## src/rtl/uart_rx_os.sv

```systemverilog
// Oversampling UART receiver: synchronises the raw line, times bits from a runtime
// baud divider and delivers words through a valid/ready holding register.
module uart_rx_os #(
    parameter int DATA_BITS  = 8,
    parameter int PARITY     = 0,
    parameter int STOP_BITS  = 1,
    parameter int OVERSAMPLE = 16,
    parameter int DIV_WIDTH  = 16
) (
    input  logic                 clk,
    input  logic                 rstn,
    input  logic                 rx_in,
    input  logic [DIV_WIDTH-1:0] baud_div,
    output logic [DATA_BITS-1:0] rx_data,
    output logic                 rx_valid,
    input  logic                 rx_ready,
    output logic                 parity_err,
    output logic                 frame_err,
    output logic                 overrun,
    output logic                 busy
);
    localparam int OSW = $clog2(OVERSAMPLE);

    typedef enum logic [2:0] {IDLE, START, DATA, PAR, STOP, BRK} state_t;

    state_t               state;
    logic                 rxm, rxs;
    logic [DIV_WIDTH-1:0] div_q, tick_cnt;
    logic [OSW-1:0]       os_cnt, os_last;
    logic [3:0]           bit_cnt;
    logic [DATA_BITS-1:0] shift;
    logic                 perr_acc, ferr_acc;
    logic                 tick, smp;

    // Start bit is sampled after half a bit; every later sample a full bit apart.
    assign os_last = (state == START) ? OSW'(OVERSAMPLE / 2 - 1) : OSW'(OVERSAMPLE - 1);
    assign tick    = (tick_cnt == div_q);
    assign smp     = tick && (os_cnt == os_last);
    assign busy    = (state != IDLE);

    always_ff @(posedge clk or negedge rstn) begin
        if (!rstn) begin
            rxm <= 1'b1;
            rxs <= 1'b1;
        end else begin
            rxm <= rx_in;
            rxs <= rxm;
        end
    end

    always_ff @(posedge clk or negedge rstn) begin
        if (!rstn) begin
            state      <= IDLE;
            div_q      <= '0;
            tick_cnt   <= '0;
            os_cnt     <= '0;
            bit_cnt    <= '0;
            shift      <= '0;
            perr_acc   <= 1'b0;
            ferr_acc   <= 1'b0;
            rx_data    <= '0;
            rx_valid   <= 1'b0;
            parity_err <= 1'b0;
            frame_err  <= 1'b0;
            overrun    <= 1'b0;
        end else begin
            overrun <= 1'b0;
            if (rx_valid && rx_ready)
                rx_valid <= 1'b0;
            case (state)
                IDLE: begin
                    tick_cnt <= '0;
                    os_cnt   <= '0;
                    bit_cnt  <= '0;
                    if (!rxs) begin
                        state    <= START;
                        div_q    <= baud_div;
                        perr_acc <= 1'b0;
                        ferr_acc <= 1'b0;
                    end
                end
                BRK: begin
                    tick_cnt <= '0;
                    os_cnt   <= '0;
                    if (rxs)
                        state <= IDLE;
                end
                default: begin
                    tick_cnt <= tick ? '0 : tick_cnt + 1'b1;
                    if (tick)
                        os_cnt <= smp ? '0 : os_cnt + 1'b1;
                    if (smp) begin
                        case (state)
                            START: state <= rxs ? IDLE : DATA;
                            DATA: begin
                                shift <= {rxs, shift[DATA_BITS-1:1]};
                                if (bit_cnt == 4'(DATA_BITS - 1)) begin
                                    bit_cnt <= '0;
                                    state   <= (PARITY != 0) ? PAR : STOP;
                                end else begin
                                    bit_cnt <= bit_cnt + 1'b1;
                                end
                            end
                            PAR: begin
                                // Odd parity expects the XOR to be 1, so invert before flagging.
                                perr_acc <= (^shift) ^ rxs ^ (PARITY == 2);
                                state    <= STOP;
                            end
                            STOP: begin
                                if (bit_cnt == 4'(STOP_BITS - 1)) begin
                                    if (!rx_valid || rx_ready) begin
                                        rx_data    <= shift;
                                        parity_err <= perr_acc;
                                        frame_err  <= ferr_acc | ~rxs;
                                        rx_valid   <= 1'b1;
                                    end else begin
                                        overrun <= 1'b1;
                                    end
                                    state <= rxs ? IDLE : BRK;
                                end else begin
                                    bit_cnt  <= bit_cnt + 1'b1;
                                    ferr_acc <= ferr_acc | ~rxs;
                                end
                            end
                            default: ;
                        endcase
                    end
                end
            endcase
        end
    end
endmodule

```

## config.mk

```make
export PLATFORM = sky130hd
export DESIGN_NAME = uart_rx_os
export DESIGN_NICKNAME = d
export VERILOG_FILES = /design/src/rtl/uart_rx_os.sv
export SDC_FILE = /design/constraint.sdc
export NUM_CORES = 1
export LEC_CHECK = 0
export ABC_AREA = 1
export BUFFER_PORTS_ARGS = -buffer_cell sky130_fd_sc_hd__buf_2
export CAP_MARGIN = 10
export CELL_PAD_IN_SITES_DETAIL_PLACEMENT = 1
export CELL_PAD_IN_SITES_GLOBAL_PLACEMENT = 2
export CORE_MARGIN = 2
export CORE_UTILIZATION = 37
export CTS_CLUSTER_DIAMETER = 30
export CTS_CLUSTER_SIZE = 25
export DETAILED_ROUTE_END_ITERATION = 10
export PLACE_DENSITY = 0.82
export SLEW_MARGIN = 20
export SYNTH_ARGS = -nofsm -noshare
export SYNTH_HDL_FRONTEND = slang
export SYNTH_SLANG_ARGS = --single-unit
```

## constraint.sdc

```tcl
create_clock -name clk -period 2.6 [get_ports clk]
set_input_delay 0.26 -clock clk [delete_from_list [all_inputs] [get_ports clk]]
set_output_delay 0.26 -clock clk [all_outputs]
set_load 0.005 [all_outputs]
```

# Word level (Yosys, flattened, before mapping)
# Cells that the tools add are included.
[totals] output_inout_bits=13 input_bits=20 elab_cells=99 regBits=67
[op_classes] eq_ne=14 n_bitwise=5 muxes=39 addsub=3 reduce_logical=23
[op_table] op="$mux W16" n=2
[op_table] op="$mux W4" n=7
[op_table] op="$mux W3" n=6
[op_table] op="$mux W1" n=17
[op_table] op="$add A16 B1 Y16 const B" n=1
[op_table] op="$eq A16 B16 Y1" n=1
[op_table] op="$pmux W4 S2" n=2
[op_table] op="$pmux W3 S4" n=1
[op_table] op="$reduce_and A5 Y1" n=2
[op_table] op="$reduce_bool A3 Y1" n=3
[op_table] op="$add A4 B1 Y4 const B" n=2
[op_table] op="$reduce_and A4 Y1" n=2
[op_table] op="$reduce_bool A2 Y1" n=4
[op_table] op="$reduce_xor A8 Y1" n=1
[op_table] op="$eq A3 B2 Y1 const B" n=2
[op_table] op="$eq A3 B3 Y1 const B" n=2
[op_table] op="$pmux W3 S2" n=1
[op_table] op="$reduce_and A6 Y1" n=1
[op_table] op="$reduce_bool A6 Y1" n=1
[op_table] op="$eq A4 B3 Y1 const B" n=1
[op_table] op="$eq A4 B4 Y1" n=1
[op_table] op="$logic_not A4 Y1" n=1
[op_table] op="$ne A2 B2 Y1 const B" n=2
[op_table] op="$ne A4 B2 Y1 const B" n=1
[op_table] op="16 further kinds" n=20

# Longest topological paths before layout
# Gate-level depths: netlist of the first run.
[depth] ltp_word=7 depth_mapped=13 depth_no_buf=13

# Worst setup path before layout of the first run
# OpenSTA, ideal clock, no wires.
[synth_timing] path_type="flip-flop to flip-flop" from="register bit_cnt[0]" to="register rx_data[6]" required_time_ns=2.482 stages_incl_launch_ff=10 setup_ns=0.118 t_arrival_ns=1.633 setup_slack_ns=0.849 path_cell_list="dfrtp_1 > inv_1 > ha_1 > nor3b_1 > nand2_1 > nor2_1 > nand4_4 > buf_6 > nand2_2 > o21ai_2"
[synth_via] elab_chain_cells=2
[synth_lines] item="from (decl)" line_no="30" source="logic [3:0] bit_cnt;"
[synth_lines] item="from (signal assigned)" line_no="101" source="bit_cnt <= bit_cnt + 1'b1;"
[synth_lines] item="from (signal assigned)" line_no="121" source="bit_cnt <= bit_cnt + 1'b1;"
[synth_lines] item="$logic_not A4 Y1" line_no="110" source="if (bit_cnt == 4'(STOP_BITS - 1)) begin"
[synth_lines] item="$reduce_and A5 Y1 (no line)"
[synth_lines] item="to (signal assigned)" line_no="112" source="rx_data <= shift;"
[synth_lines] item="to (decl)" line_no="14" source="output logic [DATA_BITS-1:0] rx_data,"
# No other way between the ends.
# A chain may end at the register's enable or synchronous reset.

# Final worst setup path of the first run
[layout_timing] from="register bit_cnt[0]" to="register rx_data[2]"
# The elaborated chain is that of the path after synthesis.

==> results by stage, run 1 <==
Run status:
- The flow ran to the end, and the final reports show no timing, DRC or antenna violations.

Pwr:
- In this run the power density over the cells is 548 mW/mm^2.
- The design draws 2250 uW.
- Sequential cells account for 50.9% of the total power.
- The internal power contribution is 1630 uW.
- The total net switching power is 624 uW.
- The reported leakage power is 0.00207 uW.
- Per report_power, the clock group accounts for 40.1% of the total.
- Across the VDD grid, the largest voltage drop is 0.000256 V.
- The portion of total power attributed to combinational logic is 9.0%.
- In this run switching power makes up 27.7% of total power.

Critical path:
- The signal on the critical path passes through inv_1, ha_1, nor3b_1, nand2_1, nor2_1, nand4_4, nand2_1, o21ai_2.
- In this run the worst path has a maximum fanout of 19.
- The critical path startpoint category is a register.
- The critical path required time is 2.83 ns.
- The worst register-to-register path begins at bit_cnt[0].
- The logic depth of the worst setup path including buffers is 8.
- Counting both buffers and inverters, the worst setup path holds a total of 1.
- The largest single stage delay on the critical path is 0.42 ns.
- The worst setup path category is register to register.
- The path depth of the worst reg2reg path is 8.
- The critical-path cell with the highest stage delay is sky130_fd_sc_hd__dfrtp_1.
- The timing startpoint of the critical path is bit_cnt[0].
- The most prevalent standard cell on the critical path is sky130_fd_sc_hd__nand2_1.
- The worst setup path is captured at a register.
- Data on the critical path arrives at its endpoint at 2.30 ns.
- The kind of cell with the highest combined delay along the critical path is simple AND/OR/NAND/NOR gates.

Timing:
- The final-report max-slew violation count is 0.
- The number of endpoints with negative hold slack in the final report is 0.
- Dividing the final minimum period by the clock period gives 79.7%.
- At the pin with the least slew margin, the transition time is 0.583 ns.
- Once routing completed, OpenROAD measured the worst setup slack at 0.529 ns.
- Setup repair after global routing left no endpoint under its margin.
- Setup total negative slack on the finished layout was measured at 0 ns.
- In this run the tightest slew margin relative to its limit is 60.8%.
- Between clock sinks in the finished design, the worst skew comes to 0.0117 ns.
- Setup violations remaining at the end of the flow were counted as 0.
- The maximum achievable frequency is 483 MHz.
- The smallest clock period supported by the final layout is computed as 2.07 ns.

Finish:
- The fraction of final layout cells sized beyond drive strength 1 is 15.4%.
- In the layout the commonest cells are sky130_fd_sc_hd__nand2_1 (141), sky130_fd_sc_hd__inv_1 (74), sky130_fd_sc_hd__dfrtp_1 (65).
- The fill cell instance count of the final layout is 1193.
- The finished cells cover 0.00412 sq mm.
- The library cell used most frequently in the layout, excluding fill and tap cells, is sky130_fd_sc_hd__nand2_1.
- The sequential cell area is 0.00168 sq mm.
- Cells fill 44.1% of the core in the end.
- The repair_antennas step left the layout with diodes totalling 0.
- The area overhead of the layout relative to synthesis is 14.3%.
- The net count reported at finish is 538.
- The area of the multi-input gates is 0.00157 sq mm.

Drt:
- In this run, the number of DRC markers left after iteration 0 of detailed routing was 41.
- The count of antenna-violating nets left after detailed routing is 0.
- After detailed routing, the total wire length is 8520 microns.
- The first TritonRoute pass finished after 5 iterations.
- The via-per-instance ratio is 4.69.
- The residual DRC count is 0.
- In the final routed layout, each cell accounts on average for 13.2 microns.
- For this block, the via count after detailed routing is 3042.

Die:
- For this design the top-level I/O count stands at 33.
- The vertical extent of the die is 103 microns.
- The row count is 35.
- Once the floorplan was initialized, standard cells occupied 38.6% of the core.
- The total area inside the core boundary comes to 0.00933 sq mm.
- The die outline area is 0.0105 sq mm.
- The die is 103 microns wide.

GRT:
- The pin count of the biggest net entering global routing is 35.
- Global routing consumed, over all layers together, 18.3% of the routing resources.
- The sum of overflow across all layers after global routing is 0.
- For this run, global-route usage on met3 was measured as 3.66%.
- The global-route track usage on met2 is 31.9%.
- The first global-routing pass estimated 15000 microns of wire.
- The via count of the first global-routing pass was 3246.
- The initial antenna violation count came to 0.
- The fraction of met1 tracks used by global routing is 22.8%.
- The layer flagged by global routing as most heavily used is met2.

Synthesis:
- Ranked by total cell area, the synthesized netlist is headed by sky130_fd_sc_hd__dfrtp_1 (45%), sky130_fd_sc_hd__nand2_1 (15%), sky130_fd_sc_hd__inv_1 (7.7%).
- The number of enable flip-flop cells after synthesis is 0.
- Summed over its instances, the top area cell type makes up 45.2% of the synthesized netlist area.
- The distinct cell type count of the synthesized netlist is 30.
- The number of nets in the synthesized netlist is 498.
- Counting every instance in the synthesized netlist gives 474.
- The async set or reset register ratio after synthesis is 100%.
- sky130_fd_sc_hd__dfrtp_1 takes more of the synthesized area than any other cell.
- In this run the cell area of the synthesized design comes to 0.00360 sq mm.
- The most used flip-flop cell after synthesis is sky130_fd_sc_hd__dfrtp_1.
- During synthesis, Yosys emitted a total of 0 warnings.
- The mean post-synth cell area is 7.59 sq um.
- The post-synthesis sequential element count is 67.
- The part of the Yosys area used for sequential elements is 46.6%.

Placed design:
- Before CTS, the worst setup slack after placement is 0.503 ns.
- Summed over all nets, the half-perimeter wirelength after detailed placement is 6510 microns.
- Input and output buffers added on the ports amount to 32.
- The last weighted congestion value of the routability-driven placer is 0.797.
- In this run the cell area measured after placement is 0.00389 sq mm.

Clocking:
- The clock drives 67 sinks.
- The insertion delay to the later sink of the worst-skew pair is 0.35 ns.
- The hold buffer count at cts is 2.
- The buffers inserted during post-CTS setup optimization is 0.
- The clock root buffer is sky130_fd_sc_hd__clkbuf_8.
- The clock-pin transition on the worst setup and hold timing paths is 0.08 ns.
- The number of buffers added by the clock tree synthesis step is 9.
- The total of cells resized after clock tree synthesis is 0.
- TritonCTS built the clock tree.
- The number of buffers on the longest clock path is 2.
- The H-tree generated during clock tree synthesis spans 3 levels.

Min path:
- The kind of path behind the tightest hold check is primary input to register.
- The number of cells on the worst hold path is 3.
- The worst min-delay path startpoint is baud_div[2].

Job:
- The reported max-cap violation count is 0.
## routing by layer
metal  wire [microns]  share of wire, %
met3              177               2.1
met4              107               1.3
met1             4020                47
met5                0                 0
met2             4220                50
## stage by stage
stage,hold slack [ns],instances
finish,0.155,648
global route,0.156,648
CTS,0.144,648
detailed placement,0.186,630
global placement,0.192,630
floorplan,-0.0356,474
## cells by family after synthesis
family	synth area share [%]
and+or+nand+nor	29.9
adders and majority gates	1.39
DFF	46.6
AOI/OAI and AO/OA	10.5
xor gates and xnor gates	1.95
buffers and inverters	9.66
## cells in the mapped netlist (2+ instances only)
library cell               instances
sky130_fd_sc_hd__o21ai_2          16
sky130_fd_sc_hd__nand4_1           9
sky130_fd_sc_hd__buf_6             2
sky130_fd_sc_hd__dfstp_2           2
sky130_fd_sc_hd__dfrtp_1          65
sky130_fd_sc_hd__inv_2             3
sky130_fd_sc_hd__nor3_1            9
sky130_fd_sc_hd__nor3b_1           2
sky130_fd_sc_hd__nand3b_1          2
sky130_fd_sc_hd__nand3_1          20
sky130_fd_sc_hd__buf_2             2
sky130_fd_sc_hd__o21ai_0          13
sky130_fd_sc_hd__nand2b_1          2
sky130_fd_sc_hd__a211oi_1          2
sky130_fd_sc_hd__inv_1            74
sky130_fd_sc_hd__xnor2_1           5
sky130_fd_sc_hd__xor2_1            3
sky130_fd_sc_hd__nor2_1           52
sky130_fd_sc_hd__nand4_4           2
sky130_fd_sc_hd__nor2_4            3
sky130_fd_sc_hd__buf_4             2
sky130_fd_sc_hd__a21oi_1          29
sky130_fd_sc_hd__nor4_1            3
sky130_fd_sc_hd__clkbuf_1          3
sky130_fd_sc_hd__nand2_1         141
sky130_fd_sc_hd__ha_1              4
## power groups by stage
stage,Combinational (uW),Clock [uW],Sequential [uW]
6_report,203,904,1150
5_1_grt,242,981,1160
4_1_cts,211,930,1150
3_5_place_dp,207,0,1170
3_3_place_gp,203,0,1170
2_1_floorplan,151,0,1140
## layout make-up
cell class	count	area share (%)
sequential	67	40.8
inverter	77	7.02
multi-input combinational	321	38.2
timing repair buffer	38	5.11
clock inverter	6	1.58
tap	129	3.92
clock buffer	10	3.34
## tightest hold or removal path, stage by stage
cell and delay, ns:
sky130_fd_sc_hd__buf_2 0.08, sky130_fd_sc_hd__nor2_1 0.03, sky130_fd_sc_hd__a21oi_1 0.10
## sequential cells by signal, summed over array words and instances, names as in the netlist, 3 cells and up
register	flops
bit_cnt	4
rx_data	8
tick_cnt	16
div_q	16
os_cnt	4
shift	8
state	3
## worst paths after layout
kind / slack (ns) / end
hold / removal: 0.15 / div_q[2]
hold reg to reg: 0.36 / rxs
setup / recovery: 0.53 / rx_data[2]
max in group asynchronous: 1.53 / rxs
min in group asynchronous: 0.34 / div_q[7]
setup reg to reg: 0.53 / rx_data[2]
(Power assumes the default switching activity.)
==> run 2, diff against run 1 <==
Settings changed: CORE_UTILIZATION 37 to 35, PLACE_DENSITY 0.82 to 0.78.
Clock period 2.6 ns to 1.97 ns, I/O delays scaled along.
==> results by stage, run 2 (same netlist as run 1, synthesis figures left out) <==
Run status:
- The flow ran to the end, and the final reports show no timing, DRC or antenna violations.

Timing:
- The total setup violations reported at the end of the flow is 0.
- The setup total negative slack is 0 ns.
- The worst path uses 91.5% of the clock period.
- Setup repair after global routing left no endpoint under its margin.
- The final-report max-slew violation count is 0.
- The headroom to the max-slew limit is 70.4%.
- The transition time at the pin with the least slew margin is 0.444 ns.
- The final worst clock skew is 0.0120 ns.
- The minimum clock period after layout is 1.80 ns.
- The number of endpoints with negative hold slack in the final report is 0.
- The maximum achievable frequency is 554 MHz.

Drt:
- The total via count after detailed routing is 3115.
- The first detailed-routing pass ran for 4 iterations.
- The post-detailed-route wirelength per cell is 13.3 microns.
- For this block, the routed nets add up to 8860 microns of wire.
- The first-iteration detailed-routing DRC count is 120.
- The count of antenna-violating nets left after detailed routing is 0.
- The via-per-instance ratio is 4.67.
- For this run, design rule violations remaining after detail routing come to 0.

Clocking:
- The insertion delay to the later sink of the worst-skew pair is 0.34 ns.
- In this run, CTS created clock tree buffers numbering 9.
- Clock-pin slew was measured on the worst setup and hold paths at 0.08 ns.
- For this design, the sink count on the clock tree is 67.
- CTS built an H-tree with a depth of 3.
- TritonCTS built the clock tree.
- The number of buffers on the longest clock path is 2.
- The clock root buffer is sky130_fd_sc_hd__clkbuf_8.

Finish:
- In the layout the commonest cells are sky130_fd_sc_hd__nand2_1 (141), sky130_fd_sc_hd__inv_1 (74), sky130_fd_sc_hd__dfrtp_1 (64).
- The finished cells cover 0.00430 sq mm.
- The leading cell type in the layout, fill and taps excluded is sky130_fd_sc_hd__nand2_1.
- For this run, the post-layout net count is 551.
- The area growth from synthesis to layout is 19.6%.
- The finished layout holds 667 standard cells, fillers aside.
- 0 antenna diodes ended up in the layout.
- The fraction of final layout cells sized beyond drive strength 1 is 17.9%.
- The fill cell instance count of the final layout is 1263.
- In the final layout, the registers with the most flip-flops are div_q (16), tick_cnt (16).
- Once layout is complete, the utilization of the core stands at 42.5%.

Die:
- The die covers 0.0111 sq mm.
- The die is 105 microns wide.
- The initial utilization of the core area, before any placement, comes to 35.5%.
- The core region is 0.0101 sq mm.
- The initialized floorplan defines 37 standard-cell rows.
- Measured along the y axis, the die boundary spans 105 microns.
- The top-level I/O count is 33.

Placed design:
- Routability-driven placement finished with a final weighted congestion of 0.824.
- Summed over all nets, the half-perimeter wirelength after detailed placement is 6750 microns.
- The port buffer count is 32.
- The placed cell count is 647.
- Once placement finished, the instance area stood at 0.00401 sq mm.

Pwr:
- The power after layout is 3200 uW.
- The power per unit of standard cell area is 744 mW/mm^2.
- VDD sags by at most 0.000307 V.
- For this design the static power due to leakage is 0.00218 uW.

GRT:
- The aggregate global-route resource usage is 16.8%.
- The sum of overflow across all layers after global routing is 0.
- The first global-routing pass estimated 15100 microns of wire.
- The initial antenna violation count is 0.
- The pin count of the biggest net entering global routing is 35.
- The via count of the first global-routing pass came to 3222.

Min path:
- The worst min-delay path startpoint is baud_div[4].
- Counting instances, the worst hold path has a depth of 3.
- The kind of path behind the tightest hold check is primary input to register.

Critical path:
- The worst setup path category is register to register.
- The critical path required time is 2.25 ns.
- The number of cells on the worst reg-to-reg path is 10.
- The arrival time of data at the critical path endpoint is 2.08 ns.
- The worst flop-to-flop path startpoint is bit_cnt[0].
- STA classifies the critical path startpoint as a register.
- In this run the worst setup path begins at bit_cnt[0].
- The type of element capturing the critical path is a register.
- In this run the worst path has a maximum fanout of 5.

Job:
- The reported max-cap violation count is 0.
[run 2: changes by cell type in the layout (fill, tap and decap cells not counted), moves of 2 or more]
cell,previous run,this run
sky130_fd_sc_hd__bufinv_16,1,3
sky130_fd_sc_hd__clkinv_4,0,2
sky130_fd_sc_hd__clkinvlp_4,4,1
sky130_fd_sc_hd__buf_12,0,3
sky130_fd_sc_hd__buf_4,4,14
[run 2: worst paths after layout]
check | endpoint | slack (ns)
setup / recovery | bit_cnt[3] | 0.17
hold / removal | div_q[4] | 0.10
setup reg to reg | bit_cnt[3] | 0.17
hold reg to reg | rxs | 0.36
max in group asynchronous | rxs | 1.01
min in group asynchronous | div_q[6] | 0.33
[run 2: worst max-delay path, stage by stage (launching register included)]
cell and delay, ns:
sky130_fd_sc_hd__dfrtp_1 0.43, sky130_fd_sc_hd__inv_1 0.08, sky130_fd_sc_hd__ha_1 0.13, sky130_fd_sc_hd__nor3b_1 0.26, sky130_fd_sc_hd__nand2_1 0.16, sky130_fd_sc_hd__nor2_2 0.18
sky130_fd_sc_hd__buf_4 0.15, sky130_fd_sc_hd__inv_1 0.08, sky130_fd_sc_hd__nand3_1 0.16, sky130_fd_sc_hd__nand2_1 0.07, sky130_fd_sc_hd__nand2_1 0.06
[run 2: what timing repair did]
action                                 CTS  global route
endpoints found under the hold margin   15             0
gates resized for setup                  0             3
setup buffers                            0             3
hold buffers                             2             0
setup endpoints to repair                0            14
[run 2: where the power goes]
part	switching, uW	total [uW]	internal [uW]
Sequential	69.5	1510	1440
Clock	557	1400	838
Combinational	185	303	118
Total	812	3200	2390
[run 2: cell type report]
class	instances	area, sq um	area share, %
Multi-Input combinational cell	321	1580	36.7
Sequential cell	67	1680	39.0
Clock buffer	9	124	2.88
Timing Repair Buffer	51	345	8.02
Tap cell	136	170	3.95
Inverter	77	289	6.72
Clock inverter	6	115	2.67
[run 2: routing by layer]
| layer | global-route usage, % | share of wire [%] |
|---|---|---|
| met3 | 2.78 | 1.9 |
| met5 | 0 | 0 |
| met2 | 30.2 | 52 |
| met1 | 20.6 | 45 |
| met4 | 4.76 | 0.84 |
[run 2: stage by stage]
stage	setup WS, ns	hold WS [ns]
detailed placement	0.110	0.164
CTS	0.0888	0.0883
global placement	0.169	0.158
floorplan	0.219	-0.0986
finish	0.166	0.103
global route	0.000453	0.108
